<file path="src/rtl/hazard_pkg.sv">
// Shared definitions for the hazard unit: forwarding-mux encodings,
// default register-file size and the multi-cycle down-counter width.
package hazard_pkg;

    // Forwarding mux select seen by the EX-stage operand muxes
    typedef enum logic [1:0] {
        FWD_RF = 2'b00,
        FWD_W  = 2'b01,
        FWD_M  = 2'b10
    } fwd_sel_e;

    localparam int NREG_DEFAULT = 16;
    localparam int CNT_W        = 4;

    // MEM is the youngest producer, so it takes priority over WB
    function automatic fwd_sel_e fwd_select(input logic match_m, input logic match_w);
        fwd_sel_e sel;
        sel = FWD_RF;
        if (match_m) begin
            sel = FWD_M;
        end else if (match_w) begin
            sel = FWD_W;
        end
        return sel;
    endfunction

endpackage

</file>
<file path="src/rtl/mul_tracker.sv">
// Multi-cycle unit tracker: latency down-counter, per-register scoreboard
// and the latched destination of the op currently in flight.
// MUL_LAT must lie in 2..15 so that MUL_LAT-1 fits the 4-bit counter.
module mul_tracker
    import hazard_pkg::*;
#(
    parameter int NREG    = NREG_DEFAULT,
    parameter int MUL_LAT = 3,
    localparam int RW     = $clog2(NREG)
) (
    input  logic            clk,
    input  logic            reset,
    input  logic            issue_i,
    input  logic [RW-1:0]   issue_wa_i,
    output logic            busy_o,
    output logic            done_o,
    output logic [RW-1:0]   done_wa_o,
    output logic [NREG-1:0] sb_o
);

    localparam logic [CNT_W-1:0] LAT_LOAD = CNT_W'(MUL_LAT - 1);

    logic [CNT_W-1:0] cnt_q, cnt_d;
    logic [NREG-1:0]  sb_q, sb_d;
    logic [RW-1:0]    wa_q, wa_d;
    logic             last_cycle;

    // Next-state for counter, scoreboard and latched address; a new issue
    // is applied after the retiring clear so a same-register reissue keeps its bit set
    always_comb begin
        cnt_d      = cnt_q;
        sb_d       = sb_q;
        wa_d       = wa_q;
        last_cycle = (cnt_q == CNT_W'(1));
        if (cnt_q != '0) begin
            cnt_d = cnt_q - CNT_W'(1);
        end
        if (last_cycle) begin
            sb_d[wa_q] = 1'b0;
        end
        if (issue_i) begin
            cnt_d            = LAT_LOAD;
            sb_d[issue_wa_i] = 1'b1;
            wa_d             = issue_wa_i;
        end
    end

    // Status outputs are forced quiet while reset is held so an abandoned op never signals completion
    always_comb begin
        busy_o    = (cnt_q != '0) && !reset;
        done_o    = last_cycle && !reset;
        done_wa_o = wa_q;
        sb_o      = sb_q;
    end

    // Tracker state registers with synchronous clear
    always_ff @(posedge clk) begin
        if (reset) begin
            cnt_q <= '0;
            sb_q  <= '0;
            wa_q  <= '0;
        end else begin
            cnt_q <= cnt_d;
            sb_q  <= sb_d;
            wa_q  <= wa_d;
        end
    end

endmodule

</file>
<file path="src/rtl/hazard_unit_sb.sv">
// Pipeline hazard unit with a scoreboard for one multi-cycle execution unit.
// Handles operand forwarding, load-use and scoreboard RAW stalls, the
// structural stall on a busy multi-cycle unit, and branch/PC-write flushes.
// Optional build macro HAZARD_UNIT_PERF_EN adds saturating StallCnt/FlushCnt.
module hazard_unit_sb
    import hazard_pkg::*;
#(
    parameter int NREG    = NREG_DEFAULT,
    parameter int MUL_LAT = 3,
    localparam int RW     = $clog2(NREG)
) (
    input  logic          clk,
    input  logic          reset,
    input  logic [RW-1:0] RA1D,
    input  logic [RW-1:0] RA2D,
    input  logic [RW-1:0] RA1E,
    input  logic [RW-1:0] RA2E,
    input  logic [RW-1:0] WA3E,
    input  logic [RW-1:0] WA3M,
    input  logic [RW-1:0] WA3W,
    input  logic          RegWriteM,
    input  logic          RegWriteW,
    input  logic          MemtoRegE,
    input  logic          MulStartE,
    input  logic [RW-1:0] MulWAE,
    input  logic          PCSrcD,
    input  logic          PCSrcE,
    input  logic          PCSrcM,
    input  logic          PCSrcW,
    input  logic          BranchTakenE,
    output logic [1:0]    ForwardAE,
    output logic [1:0]    ForwardBE,
    output logic          StallF,
    output logic          StallD,
    output logic          StallE,
    output logic          FlushD,
    output logic          FlushE,
    output logic          MulBusy,
    output logic          MulDoneW,
    output logic [RW-1:0] MulWAW
`ifdef HAZARD_UNIT_PERF_EN
    ,
    output logic [15:0]   StallCnt,
    output logic [15:0]   FlushCnt
`endif
);

    logic            mul_busy;
    logic            mul_done;
    logic [RW-1:0]   mul_done_wa;
    logic [NREG-1:0] sb;
    logic            issue_accept;
    logic            load_use;
    logic            sb_raw_a;
    logic            sb_raw_b;
    logic            sb_raw;
    logic            struct_hz;
    logic            pc_pending;
    logic            stall_f;
    logic            stall_d;
    logic            stall_e;
    logic            flush_d;
    logic            flush_e;

    mul_tracker #(
        .NREG    (NREG),
        .MUL_LAT (MUL_LAT)
    ) u_mul_tracker (
        .clk        (clk),
        .reset      (reset),
        .issue_i    (issue_accept),
        .issue_wa_i (MulWAE),
        .busy_o     (mul_busy),
        .done_o     (mul_done),
        .done_wa_o  (mul_done_wa),
        .sb_o       (sb)
    );

    // Per-operand forwarding select from the MEM and WB destinations
    always_comb begin
        ForwardAE = fwd_select(RegWriteM && (RA1E == WA3M), RegWriteW && (RA1E == WA3W));
        ForwardBE = fwd_select(RegWriteM && (RA2E == WA3M), RegWriteW && (RA2E == WA3W));
    end

    // Hazard detection; a register retiring this cycle is served by the write-first register file
    always_comb begin
        load_use   = MemtoRegE && ((RA1D == WA3E) || (RA2D == WA3E));
        sb_raw_a   = sb[RA1D] && !(mul_done && (mul_done_wa == RA1D));
        sb_raw_b   = sb[RA2D] && !(mul_done && (mul_done_wa == RA2D));
        sb_raw     = sb_raw_a || sb_raw_b;
        struct_hz  = MulStartE && mul_busy && !mul_done;
        pc_pending = PCSrcD || PCSrcE || PCSrcM;
    end

    // Stall/flush arbitration: reset flushes everything, a taken branch beats any ID/EX stall
    always_comb begin
        stall_f = !reset && (load_use || sb_raw || struct_hz || pc_pending);
        stall_d = !reset && !BranchTakenE && (load_use || sb_raw || struct_hz);
        stall_e = !reset && !BranchTakenE && struct_hz;
        flush_d = reset || BranchTakenE || pc_pending || PCSrcW;
        flush_e = reset || BranchTakenE || load_use || sb_raw;
        issue_accept = MulStartE && !stall_e && !flush_e;
    end

    // Drive the module outputs from the arbitration results and tracker status
    always_comb begin
        StallF   = stall_f;
        StallD   = stall_d;
        StallE   = stall_e;
        FlushD   = flush_d;
        FlushE   = flush_e;
        MulBusy  = mul_busy;
        MulDoneW = mul_done;
        MulWAW   = mul_done_wa;
    end

`ifdef HAZARD_UNIT_PERF_EN
    logic [15:0] stall_cnt_q, stall_cnt_d;
    logic [15:0] flush_cnt_q, flush_cnt_d;

    // Saturating event counters for fetch stalls and any ID/EX flush
    always_comb begin
        stall_cnt_d = stall_cnt_q;
        flush_cnt_d = flush_cnt_q;
        if (stall_f && (stall_cnt_q != 16'hFFFF)) begin
            stall_cnt_d = stall_cnt_q + 16'd1;
        end
        if ((flush_d || flush_e) && (flush_cnt_q != 16'hFFFF)) begin
            flush_cnt_d = flush_cnt_q + 16'd1;
        end
    end

    // Counter registers, cleared by reset
    always_ff @(posedge clk) begin
        if (reset) begin
            stall_cnt_q <= '0;
            flush_cnt_q <= '0;
        end else begin
            stall_cnt_q <= stall_cnt_d;
            flush_cnt_q <= flush_cnt_d;
        end
    end

    assign StallCnt = stall_cnt_q;
    assign FlushCnt = flush_cnt_q;
`endif

endmodule

</file>
<file path="config.mk">
export PLATFORM = sky130hd
export DESIGN_NAME = hazard_unit_sb
export DESIGN_NICKNAME = d
export VERILOG_FILES = /design/src/rtl/hazard_pkg.sv /design/src/rtl/mul_tracker.sv /design/src/rtl/hazard_unit_sb.sv
export SDC_FILE = /design/constraint.sdc
export NUM_CORES = 1
export LEC_CHECK = 0
export CORE_UTILIZATION = 44
export DETAILED_ROUTE_END_ITERATION = 7
export PLACE_DENSITY = 0.77
export SLEW_MARGIN = 20
export SYNTH_ARGS = -nofsm -noshare
export SYNTH_HDL_FRONTEND = slang
export SYNTH_SLANG_ARGS = --single-unit
export TNS_END_PERCENT = 20
</file>
<file path="constraint.sdc">
create_clock -name clk -period 4.4 [get_ports clk]
set_input_delay 1.32 -clock clk [delete_from_list [all_inputs] [get_ports clk]]
set_output_delay 1.32 -clock clk [all_outputs]
set_load 0.05 [all_outputs]
</file>
==> impl_metrics.py <==
metrics = {
    "route": {
        "drt_pass1_iterations": 5,
        "viasPerCell": 5.830,
        "finalWirelength_mm": 5.101,
        "drt-initial-drc-count": 59,
        "wl_per_cell_um": 16.35,
        "antenna_left": 0,
        "dr_total_vias": 1819,
        "drc": 0,
    },
    "grt": {
        "antenna_found_initial": 0,
        "grt_pass1_wl_mm": 7.859,
        "overflow": 0,
        "grtUsageTotal": 0.2351,
        "grt_pass1_vias": 1700,
        "grt_max_degree": 27,
    },
    "status": {
        "status": "completed",
    },
    "timing": {
        "slew_headroom": 0.5745,
        "tightest_slew_ps": 633.0,
        "finalSetupViolCount": 0,
        "slew_violations": 0,
        "rsz0062_at_grt": "false",
        "hold_violations": 0,
        "fin_worst_skew_ps": 3.177,
        "fmax_mhz": 232.8,
        "fin_crit_sh": 0.9761,
        "post-route-min-period_ps": 4295,
        "hold_slack_ps": 497.6,
    },
    "clock_tree": {
        "clk_latency_ps": 260,
        "h-tree-depth": 1,
        "cts_tree": "done",
        "clock-root-buffer": "clkbuf_8",
        "cts_made_buffers": 3,
        "clk_pin_slew_worst_paths_ps": 80,
        "cts_buffer_depth": 2,
        "numClockSinks": 24,
        "cts_hold_buf": 0,
    },
    "power": {
        "irDropWorstVdd_v": 0.0001910,
        "leakage_nw": 1.016,
        "powerDensity_nw_per_um2": 269.9,
    },
    "worst_setup_path": {
        "cp-start-kind": "input pin",
        "end_kind": "output pin",
        "max_stage_delay_ps": 500,
        "cp.arrival_ps": 2970,
        "path_buf_inv": 4,
        "crit_family": "buffers and inverters",
        "critPathSlowestCell": "mux4_2",
        "cp_cell_sequence": "clkdlybuf4s15_1 -> buf_12 -> mux4_2 -> a22oi_2 -> a22oi_2 -> nor3_2 -> buf_4 -> a31oi_1 -> buf_4",
        "worstSetupPathType": "input pin to output pin",
        "rr_worst_depth": 8,
        "cp_max_fo": 6,
        "cp.required_ps": 3080,
        "crit_cells": 9,
    },
    "die": {
        "top_level_ports": 58,
        "core_area_um2": 3799,
        "die_h_um": 66.26,
        "die_area_um2": 4390,
        "rows": 22,
        "die_w_um": 66.26,
        "start_util": 0.4783,
    },
    "logic_synthesis": {
        "ys_types": 42,
        "syn_nets": 247,
        "ys_ff_latch": 24,
        "syn_area_per_cell_um2": 8.906,
        "async_flop_share": 0,
        "synth.yosys.seq_area_share": 0.2645,
        "synthTopCellsByArea": "dfxtp_1, mux4_2, xor2_1",
        "synth_edf_count": 0,
        "netlist.area_leader.share": 0.2645,
        "synth_top_area_cell": "dfxtp_1",
        "synthCells": 204,
        "syn_area_um2": 1817,
        "synth_ff_type": "dfxtp_1",
        "synth_warnings": 0,
    },
    "layout": {
        "final_nets": 309,
        "fin_cells": 312,
        "n_fill_cell": 316,
        "fin_util": 0.6947,
        "seq_area_um2": 480.5,
        "multi_input_area_um2": 1308,
        "final_cell_area_um2": 2639,
        "n_antenna_cell": 0,
        "drive_gt1_frac": 0.2197,
        "syn_to_final_growth_pct": 45.25,
    },
    "run": {
        "maxCapViolCount": 0,
    },
    "placement": {
        "hpwl_mm": 3.876,
        "dpl.cell_count": 307,
        "place_area_um2": 2531,
        "gp_congestion": 0.9592,
        "portBuffers": 57,
    },
    "min_path": {
        "hp-class": "flop to flop",
        "holdPathStages": 2,
    },
}
-- per-stage QoR --
stage	setup TNS, ps	total power [mW]	setup slack, ps
2_1_floorplan	-763.9	0.4590	-687.6
3_3_place_gp	-781.5	0.5796	-276.5
3_5_place_dp	-835.5	0.5875	-293.3
4_1_cts	0	0.7120	4.517
5_1_grt	0	0.7507	10.19
6_report	0	0.7122	105.1
-- layout by cell type (no fill, tap or decap), types with 4 or more instances in the layout --
master,count
nor2_1,11
a22oi_2,6
nor3_1,10
mux4_2,8
dlymetal6s2s_1,4
xnor2_1,13
nand3_1,8
buf_12,7
buf_4,17
o31ai_1,5
nand2_1,19
o211ai_1,9
xor2_1,20
nor2b_1,4
nand2b_1,9
mux2i_1,4
dfxtp_1,24
clkdlybuf4s50_1,38
-- Yosys cell counts (all sizes together) (2+ instances only) --
cell    instances
nor2b           4
mux2i           4
xor2           20
nand4           3
nor2           12
o21ai           3
a21oi           2
inv             2
nor4            5
nand2          19
and2            2
o211ai          9
xnor2          13
buf             4
o31ai           9
nor3           11
o41ai           3
mux4            8
clkbuf         10
dfxtp          24
o311ai          3
nand3           8
nand2b          9
or2             2
a22oi           6
a21boi          2
-- sequential cells by signal, summed over array words and instances (netlist names) --
| signal | flops |
|---|---|
| u_mul_tracker.sb_o | 16 |
| u_mul_tracker.cnt_q | 4 |
| u_mul_tracker.done_wa_o | 4 |
-- layout make-up --
class,instances,share of cell area
well taps,48,0.02276
inverters,2,0.002845
multi-input cells,164,0.4955
repair buffers,71,0.2812
clock buffers,3,0.01565
flip-flops and latches,24,0.1821
-- path summary, 6_finish.rpt --
check | slack (ps) | to | from
setup / recovery | 110 | StallF | RA1D[0]
hold / removal | 500 | u_mul_tracker.sb_o[1]$_SDFF_PP0_ | u_mul_tracker.sb_o[1]$_SDFF_PP0_
setup reg to reg | 1680 | u_mul_tracker.sb_o[4]$_SDFF_PP0_ | u_mul_tracker.cnt_q[0]$_SDFFE_PP0N_
hold reg to reg | 500 | u_mul_tracker.sb_o[1]$_SDFF_PP0_ | u_mul_tracker.sb_o[1]$_SDFF_PP0_
-- power breakdown --
group / internal (mW) / switching [mW] / total [mW]
sequential: 0.234 / 0.0313 / 0.265
combinational: 0.145 / 0.176 / 0.321
clock: 0.0611 / 0.0645 / 0.126
total: 0.441 / 0.272 / 0.712
-- tightest hold or removal path: stages, from the launching register on --
cell and delay, ps:
dfxtp_1 330, nand3_1 80, o21ai_1 50
-- kinds of logic after synthesis --
logic type / after synthesis / synth area share
AOI/OAI and AO/OA: 40 / 0.1846
xor gates and xnor gates: 33 / 0.1591
buffers and inverters: 16 / 0.04407
DFF: 24 / 0.2645
muxes: 12 / 0.1212
and+or+nand+nor: 79 / 0.2266
-- routing by layer --
| metal | track usage | up-vias | wire length [µm] |
|---|---|---|---|
| met1 | 0.3033 | 856 | 2094 |
| met5 | 0 | - | 0 |
| met3 | 0.01724 | 7 | 412 |
| met2 | 0.4184 | 77 | 2543 |
| li1 | - | 879 | - |
| met4 | 0.06117 | 0 | 51 |
-- timing repair --
item,CTS,global route
gates resized for setup,11,10
setup buffers,1,1
pin swaps,4,3
endpoints found under the setup margin,3,3
(Power assumes the default switching activity.)
